### src/rtl/uart_tx_queue.sv
// Transmit queue in front of a toggle-mode UART driver.
// A power-of-two FIFO feeds a four-state sequencer that pops one word,
// presents it on tx_reg, toggles send, then waits for busy to rise and fall.
// Overflow and lost-handshake (arm timeout) are captured in sticky flags.
module uart_tx_queue #(
  parameter int BIT_WIDTH   = 8,
  parameter int ADDR_WIDTH  = 4,
  parameter int ARM_TIMEOUT = 15
) (
  input  logic                  clk,
  input  logic                  rst,
  input  logic                  wr_en,
  input  logic [BIT_WIDTH-1:0]  wr_data,
  input  logic                  enable,
  input  logic                  clr_flags,
  input  logic                  busy,
  output logic                  send,
  output logic [BIT_WIDTH-1:0]  tx_reg,
  output logic                  full,
  output logic                  empty,
  output logic [ADDR_WIDTH:0]   count,
  output logic                  active,
  output logic                  overflow,
  output logic                  timeout
);

  localparam int                DEPTH    = 1 << ADDR_WIDTH;
  localparam logic [ADDR_WIDTH:0] FULL_CNT = {1'b1, {ADDR_WIDTH{1'b0}}};
  localparam logic [7:0]        ARM_LIM  = 8'(ARM_TIMEOUT);

  typedef enum logic [1:0] {IDLE, LOAD, ARM, DRAIN} state_t;

  state_t                  state, state_nxt;
  logic [BIT_WIDTH-1:0]    mem [DEPTH];
  logic [ADDR_WIDTH-1:0]   wr_ptr, rd_ptr;
  logic [7:0]              arm_cnt;
  logic                    push, pop, arm_expire;

  // full/empty come straight from the registered count, so no pop bypass
  assign full   = (count == FULL_CNT);
  assign empty  = (count == '0);
  assign active = (state != IDLE);

  assign push       = wr_en && !full;
  assign pop        = (state == IDLE) && enable && !empty && !busy;
  assign arm_expire = (state == ARM) && !busy && ((arm_cnt + 8'd1) == ARM_LIM);

  // FIFO storage; contents are don't-care after reset
  always_ff @(posedge clk) begin
    if (push) mem[wr_ptr] <= wr_data;
  end

  // pointers and occupancy; pointers wrap naturally at 2^ADDR_WIDTH
  always_ff @(posedge clk or negedge rst) begin
    if (!rst) begin
      wr_ptr <= '0;
      rd_ptr <= '0;
      count  <= '0;
    end else begin
      if (push) wr_ptr <= wr_ptr + ADDR_WIDTH'(1);
      if (pop)  rd_ptr <= rd_ptr + ADDR_WIDTH'(1);
      case ({push, pop})
        2'b10:   count <= count + (ADDR_WIDTH+1)'(1);
        2'b01:   count <= count - (ADDR_WIDTH+1)'(1);
        default: count <= count;
      endcase
    end
  end

  // sequencer state register
  always_ff @(posedge clk or negedge rst) begin
    if (!rst) state <= IDLE;
    else      state <= state_nxt;
  end

  // sequencer next-state: busy rising wins over the arm timeout
  always_comb begin
    state_nxt = state;
    case (state)
      IDLE:    if (pop) state_nxt = LOAD;
      LOAD:    state_nxt = ARM;
      ARM:     if (busy) state_nxt = DRAIN;
               else if (arm_expire) state_nxt = IDLE;
      DRAIN:   if (!busy) state_nxt = IDLE;
      default: state_nxt = IDLE;
    endcase
  end

  // word latch, send toggle and arm-wait counter
  always_ff @(posedge clk or negedge rst) begin
    if (!rst) begin
      tx_reg  <= '0;
      send    <= 1'b0;
      arm_cnt <= '0;
    end else begin
      if (pop) tx_reg <= mem[rd_ptr];
      if (state == LOAD) begin
        send    <= ~send;
        arm_cnt <= '0;
      end else if (state == ARM && !busy) begin
        arm_cnt <= arm_cnt + 8'd1;
      end
    end
  end

  // sticky flags; a set in the same cycle as clr_flags takes priority
  always_ff @(posedge clk or negedge rst) begin
    if (!rst) begin
      overflow <= 1'b0;
      timeout  <= 1'b0;
    end else begin
      overflow <= (overflow && !clr_flags) || (wr_en && full);
      timeout  <= (timeout  && !clr_flags) || arm_expire;
    end
  end

endmodule

### config.mk
export PLATFORM = sky130hd
export DESIGN_NAME = uart_tx_queue
export DESIGN_NICKNAME = d
export VERILOG_FILES = /design/src/rtl/uart_tx_queue.sv
export SDC_FILE = /design/constraint.sdc
export NUM_CORES = 1
export LEC_CHECK = 0
export ABC_AREA = 1
export CAP_MARGIN = 20
export CORE_MARGIN = 5
export CORE_UTILIZATION = 30
export CTS_CLUSTER_DIAMETER = 60
export CTS_CLUSTER_SIZE = 10
export DETAILED_ROUTE_END_ITERATION = 16
export SLEW_MARGIN = 20
export SYNTH_ARGS = -nofsm -noshare
export SYNTH_HDL_FRONTEND = slang
export SYNTH_SLANG_ARGS = --single-unit
export TNS_END_PERCENT = 20
### constraint.sdc
create_clock -name clk -period 3 [get_ports clk]
set_clock_uncertainty 0.2 [all_clocks]
set_input_delay 0.6 -clock clk [delete_from_list [all_inputs] [get_ports clk]]
set_output_delay 0.6 -clock clk [all_outputs]
set_load 0.01 [all_outputs]
==> summary.txt, run 1 <==
Outcome
  • Outcome: completed

Yosys
  • Syn Nets: between 600 and 700
  • Register bit total from synthesis: 162
  • Leading area contributor after synthesis: edfxtp_1
  • Synth Cell Area: approximately 7000 µm²
  • Synth cell types: 25
  • Synth warn: 0
  • Sequential-to-total area share from yosys stat: 67.9%
  • Yosys top cell area share: a little under three fifths
  • Syn avg cell area: 11.3 µm²
  • Synth area leaders: edfxtp_1, dfrtp_1, nor2_1
  • Post-Syn Instances: 614

Final layout
  • Most common cell after layout, fill and taps aside: edfxtp_1
  • Max reg flops: 128
  • Commonest cells after routing, fill and taps aside: edfxtp_1, nor2_1, nand2_1, o21ai_0, inv_1
  • Layout cells sized above 1: under 10%
  • Post-Layout Cell Count: roughly 960
  • Nets@finish: 690
  • Final Util: between 30% and 40%
  • Area Growth Syn to Fin: 18.5%
  • Fill count: approximately 2200
  • Diode count: 0

Clock tree
  • # resized after CTS: 0
  • Clock transition at path regs: 0.07 ns
  • CTS Buf Count: 17
  • Root Buffer: clkbuf_16
  • TritonCTS clock tree: done
  • CTS max path bufs: 2
  • TritonCTS sink count: ~160
  • H-tree depth: 4
  • Setup Fix Bufs, Post-CTS: 0
  • Post-CTS Hold Fix Bufs: 0
  • Clk_lat worst skew: roughly 0.42 ns

STA
  • Final setup fails: 0
  • Crit path time final: about 2.6 ns
  • Max-slew violation count: 0
  • Hold Violations, Final: 0
  • Max frequency: 384 MHz
  • Slew margin rel.: between 40% and 50%
  • Tightest Pin Transition: roughly 0.8 ns
  • Setup Total Neg Slack: 0 ns
  • RSZ-0062 raised after global routing: false
  • Final worst path period share: between 80% and 90%
  • Setup ws final: a little under 0.4 ns

Die
  • # IOs: 33
  • Die height: about 160 µm
  • Core Area: about 23000 µm²
  • FP Rows: between 50 and 60
  • Die ar.: around 26000 µm²
  • Die width: ~160 µm
  • Initial Util: a little under a third

Worst setup path
  • CP bufs+invs: 3
  • Critical Path Source Type: flip-flop
  • Most common cell on crit path: inv_1
  • CP Class: reg2out
  • CP top delay family: buffers and inverters
  • Worst setup EP type: primary output
  • Slowest cell on the critical path: clkdlybuf4s50_1
  • Largest stage delay, worst path: between 0.5 and 0.6 ns
  • WP data arrival: 1.80 ns
  • Peak fanout along the critical path: 5
  • Crit path cell chain: nor2_1 -> nand3_1 -> inv_1 -> nand2_1 -> inv_1 -> clkdlybuf4s50_1
  • Req. time, crit path: between 2 and 2.5 ns

Route
  • Post-DRT Antenna Nets: 0
  • Vias after detailed routing: about 4500
  • WL/cell: between 15 and 20 µm
  • Residual DRC: 0
  • DRT iter0 DRCs: ~240
  • Via density: 4.73
  • Routed WL: roughly 16 mm
  • Drt pass-1 iters: 5

Global routing
  • Largest net degree at the start of global routing: 37
  • Met2 track demand over resource: 20.6%
  • Initial antenna violation count: 0
  • First-pass GRT wire length: about 25 mm
  • Met3 GRT Util: 3.55%
  • GR Util met1: approximately 16%
  • All-Layer GR Usage: between 10% and 20%
  • Gr busiest metal: met2
  • Grt total ovfl: 0
  • Vias in the first global route: roughly 4500

Place
  • Cells after DPL: 930
  • Post-DP HPWL: around 10 mm
  • DP Worst Slack: 0.0246 ns
  • Port bufs: 32
  • GP Congestion: between 0.7 and 0.8

Run
  • Max-cap violations: 0

Worst hold path
  • HP Class: in2async

Power
  • VDD IR max: between 0.4 and 0.5 mV
  • Power per Cell Area: ~900 nW/µm²
  • Pleak: between 3 and 4 nW
==> worst paths after layout <==
check | end | startpoint | slack (ns) | depth (start not counted)
setup / recovery | full | count[1]$_DFFE_PN0P_ | 0.40 | 6
min in group clk | send$_DFFE_PN0P_ | send$_DFFE_PN0P_ | 0.29 | 1
max in group asynchronous | rd_ptr[1]$_DFFE_PN0P_ | rst | 1.97 | 1
hold reg to reg | send$_DFFE_PN0P_ | send$_DFFE_PN0P_ | 0.29 | 1
setup reg to reg | count[4]$_DFFE_PN0P_ | count[1]$_DFFE_PN0P_ | 0.46 | 15
hold / removal | send$_DFFE_PN0P_ | rst | 0.07 | 1
==> final cells by class <==
cell class                      instances  area, µm²  share of cell area, %
Multi-Input combinational cell        384       1890                   23.0
Sequential cell                       162       4700                   57.3
Clock inverter                         14        146                   1.79
Timing Repair Buffer                   58        523                   6.38
Clock buffer                           18        429                   5.24
Inverter                               41        154                   1.88
Tap cell                              285        357                   4.35
==> worst reg2reg max path: stages (launching register included) <==
cell and delay [ns]:
dfrtp_1 0.43, nor2_1 0.12, nand3_1 0.07, inv_1 0.08
nand2_1 0.07, nand2_1 0.16, ha_1 0.31, inv_1 0.08
fa_1 0.36, inv_1 0.08, nand2_1 0.06, nand2_1 0.06
a21oi_1 0.06, xor2_1 0.14, nand2_1 0.06, o21ai_0 0.08
==> where the power goes <==
group	switching, W	leakage (nW)	total [W]	internal [W]
Sequential	0.000268	1.58	0.00305	0.00278
Clock	0.000942	0.280	0.00211	0.00117
Combinational	0.00155	1.17	0.00243	0.000887
Total	0.00276	3.03	0.00760	0.00484
==> kinds of logic after synthesis <==
logic type,Yosys count,synth area share (%)
AND/OR/NAND/NOR,243,13.9
flip-flops,162,67.9
AO/OA/AOI/OAI,119,9.81
buffers and inverters,68,4.83
adder cells (fa/ha/maj),12,2.28
XOR/XNOR,10,1.27
==> Yosys cell counts (all sizes together) <==
| cell | instances |
|---|---|
| nor3 | 2 |
| a21oi | 6 |
| inv | 39 |
| edfxtp | 128 |
| nand2 | 90 |
| nand4 | 2 |
| o22ai | 2 |
| nand3 | 25 |
| dfrtp | 34 |
| xor2 | 7 |
| o21ai | 79 |
| clkbuf | 6 |
| xnor2 | 3 |
| ha | 11 |
| clkinv | 2 |
| buf | 21 |
| o211ai | 32 |
| nor2 | 124 |
| fa | 1 |
==> metal layers <==
layer | up-vias | routed length (µm)
li1 | 2223 | -
met1 | 2203 | 6910
met2 | 104 | 7800
met3 | 18 | 730
met4 | 0 | 193
met5 | - | 0
==> metrics by stage <==
stage          hold WS, ns  cell area [µm²]  total power [W]
2_1_floorplan        0.104             6910          0.00469
3_3_place_gp         0.265             7620          0.00554
3_5_place_dp         0.273             7620          0.00557
4_1_cts             0.0948             8190          0.00768
5_1_grt              0.119             8190          0.00809
6_report            0.0654             8190          0.00760
Power figures use the tool's default switching activity.
==> run 2: changes to the inputs <==
PLACE_DENSITY_LB_ADDON = 0.2   (was not set)
==> run 2 against run 1 <==
First-iteration DRC count grew 10%. Register-to-register slack barely moved. Worst hold slack improved by 0.21 ns. Setup slack better by 0.011 ns. Maximum frequency rose by 0.44%. Non-clock buffer count up 3. Sequential power down 2%. Count of clock-buffer cells in the layout increased by 5. Via count down 0.26%. Total power grew 0.81%. Critical path type unchanged.
==> summary.txt, run 2 (synthesized netlist as in run 1, its figures left out) <==
Clock tree
  • TritonCTS sink count: 162 (unchanged)
  • CTS Buf Count: 17 (unchanged)
  • Root Buffer: clkbuf_16
  • Post-CTS Hold Fix Bufs: 0 (unchanged)
  • CTS max path bufs: 2 (unchanged)
  • Setup Fix Bufs, Post-CTS: 0 (unchanged)
  • Clock transition at path regs: 0.06 ns (about the same)
  • Clk_lat worst skew: 0.42 ns (about the same)
  • H-tree depth: 4 (unchanged)
  • TritonCTS clock tree: done
  • # resized after CTS: 0 (unchanged)

STA
  • Final worst path period share: 86.4% (-0.38 points)
  • Crit path time final: 2.59 ns (-0.0114 ns)
  • Tightest Pin Transition: 0.709 ns (-0.0916 ns)
  • RSZ-0062 raised after global routing: false
  • Hold Violations, Final: 0 (unchanged)
  • Max-slew violation count: 0 (unchanged)
  • Slew margin rel.: 52.7% (+6.1 points)
  • Final setup fails: 0 (unchanged)
  • Setup ws final: 0.408 ns (+0.0114 ns)
  • Setup Total Neg Slack: 0 ns (unchanged)
  • Max frequency: 386 MHz (+0.44%)

Worst setup path
  • FF-to-FF Start: state[1]$_DFFE_PN0P_
  • Req. time, crit path: 2.20 ns (about the same)
  • WP data arrival: 1.79 ns (about the same)
  • R2R depth: 15 (unchanged)
  • CP Class: reg2out
  • Critical Path Source Type: flip-flop
  • Peak fanout along the critical path: 5 (unchanged)
  • CP startpoint: count[1]$_DFFE_PN0P_
  • Worst setup EP type: primary output

Route
  • WL/cell: 16.6 µm (+2.0%)
  • Residual DRC: 0 (unchanged)
  • Post-DRT Antenna Nets: 0 (unchanged)
  • Vias after detailed routing: 4536 (-0.26%)
  • Drt pass-1 iters: 4 (-1)
  • Via density: 4.70 (-0.57%)
  • Routed WL: 16.0 mm (+2.3%)
  • DRT iter0 DRCs: 263 (+10%)

Power
  • Pleak: 3.06 nW (+1.2%)
  • Tot Pwr: 0.00766 W (+0.81%)
  • Clock power share: 27.8% (about the same)
  • Flop pwr share: 39.1% (-1.1 points)
  • Power per Cell Area: 928 nW/µm² (about the same)
  • Total internal power: 0.00494 W (+2.1%)
  • Switching Share: 35.5% (-0.78 points)
  • VDD IR max: 0.425 mV (-1.7%)
  • Logic pwr share: 33.1% (+1.1 points)
  • Switching power: 0.00272 W (-1.4%)

Die
  • Die ar.: 26200 µm² (unchanged)
  • Die width: 162 µm (unchanged)
  • Core Area: 22600 µm² (unchanged)
  • FP Rows: 55 (unchanged)
  • Die height: 162 µm (unchanged)
  • # IOs: 33 (unchanged)
  • Initial Util: 30.5% (unchanged)

Global routing
  • Largest net degree at the start of global routing: 67 (+81%)
  • Met2 track demand over resource: 21.1% (+0.46 points)
  • Grt total ovfl: 0 (unchanged)
  • All-Layer GR Usage: 12.8% (+0.56 points)
  • Initial antenna violation count: 0 (unchanged)
  • Met3 GRT Util: 3.48% (-0.076 points)
  • First-pass GRT wire length: 26.2 mm (+6.7%)
  • Gr busiest metal: met2
  • GR Util met1: 17.0% (+1.5 points)
  • Vias in the first global route: 4726 (+5.8%)

Worst hold path
  • Hold path depth: 1
  • HP Class: reg2reg
  • Worst Hold Launch: send$_DFFE_PN0P_

Place
  • Post-DP Area: 7660 µm² (+0.53%)
  • GP Congestion: 0.814 (+6.9%)
  • Port bufs: 32 (unchanged)
  • Post-DP HPWL: 10.4 mm (+0.67%)
  • DP Worst Slack: 0.0195 ns (-0.00509 ns)

Final layout
  • Layout cells sized above 1: 9.41% (+0.40 points)
  • Area Growth Syn to Fin: 19.3%
  • Final Util: 36.4% (+0.27 points)
  • Max reg flops: 128 (unchanged)
  • Nets@finish: 693 (+0.43%)
  • Final Cell Area: 8250 µm² (+0.73%)
  • Most common cell after layout, fill and taps aside: edfxtp_1
  • Fill count: 2216 (+2.5%)
  • Commonest cells after routing, fill and taps aside: edfxtp_1, nor2_1, nand2_1, o21ai_0, inv_1
  • Diode count: 0 (unchanged)

Run
  • Max-cap violations: 0 (unchanged)

Outcome
  • Outcome: completed
==> run 2: cell count changes in the layout (fill, tap and decap cells not counted), moves of 2 or more <==
cell,delta
buf_4,+2
clkbuf_8,+2
inv_6,-3
clkbuf_16,+3
inv_8,-2
clkinv_2,+2
==> run 2: power groups by stage <==
stage / Clock (W) / Combinational (W) / Sequential (W)
floorplan: 0 / 0.00168 / 0.00301
global placement: 0 / 0.00254 / 0.00303
detailed placement: 0 / 0.00259 / 0.00303
CTS: 0.00219 / 0.00260 / 0.00299
global route: 0.00231 / 0.00290 / 0.00303
finish: 0.00213 / 0.00254 / 0.00299
==> run 2: cell type report <==
cell class | count | area (µm²) | share of cell area, %
tap | 285 | 357 | 4.32
sequential | 162 | 4700 | 56.9
inverter | 41 | 154 | 1.87
clock buffer | 23 | 532 | 6.44
multi-input combinational | 384 | 1890 | 22.9
clock inverter | 9 | 63.8 | 0.773
timing repair buffer | 61 | 563 | 6.82
==> run 2: worst paths after layout <==
check | end | slack (ns)
setup / recovery | full | 0.41
hold / removal | send$_DFFE_PN0P_ | 0.28
setup reg to reg | count[4]$_DFFE_PN0P_ | 0.46
hold reg to reg | send$_DFFE_PN0P_ | 0.28
max in group asynchronous | rd_ptr[0]$_DFFE_PN0P_ | 1.84
min in group asynchronous | count[3]$_DFFE_PN0P_ | 0.41
==> run 2: worst max-delay path, cell delays in order (launching register included) <==
cell	delay, ns
dfrtp_1	0.43
nor2_1	0.12
nand3_1	0.07
inv_1	0.08
nand2_1	0.06
inv_1	0.08
clkdlybuf4s50_1	0.55
==> run 2: routing by layer <==
metal  wire, µm  share of wire, %
met5          0                 0
met4         63              0.39
met3        790               4.9
met2       7650                48
met1       7490                47
==> run 2: metrics by stage <==
stage / std cells / hold slack, ns
floorplan: 614 / 0.104
global placement: 933 / 0.266
detailed placement: 933 / 0.262
CTS: 965 / 0.283
global route: 965 / 0.314
finish: 965 / 0.278
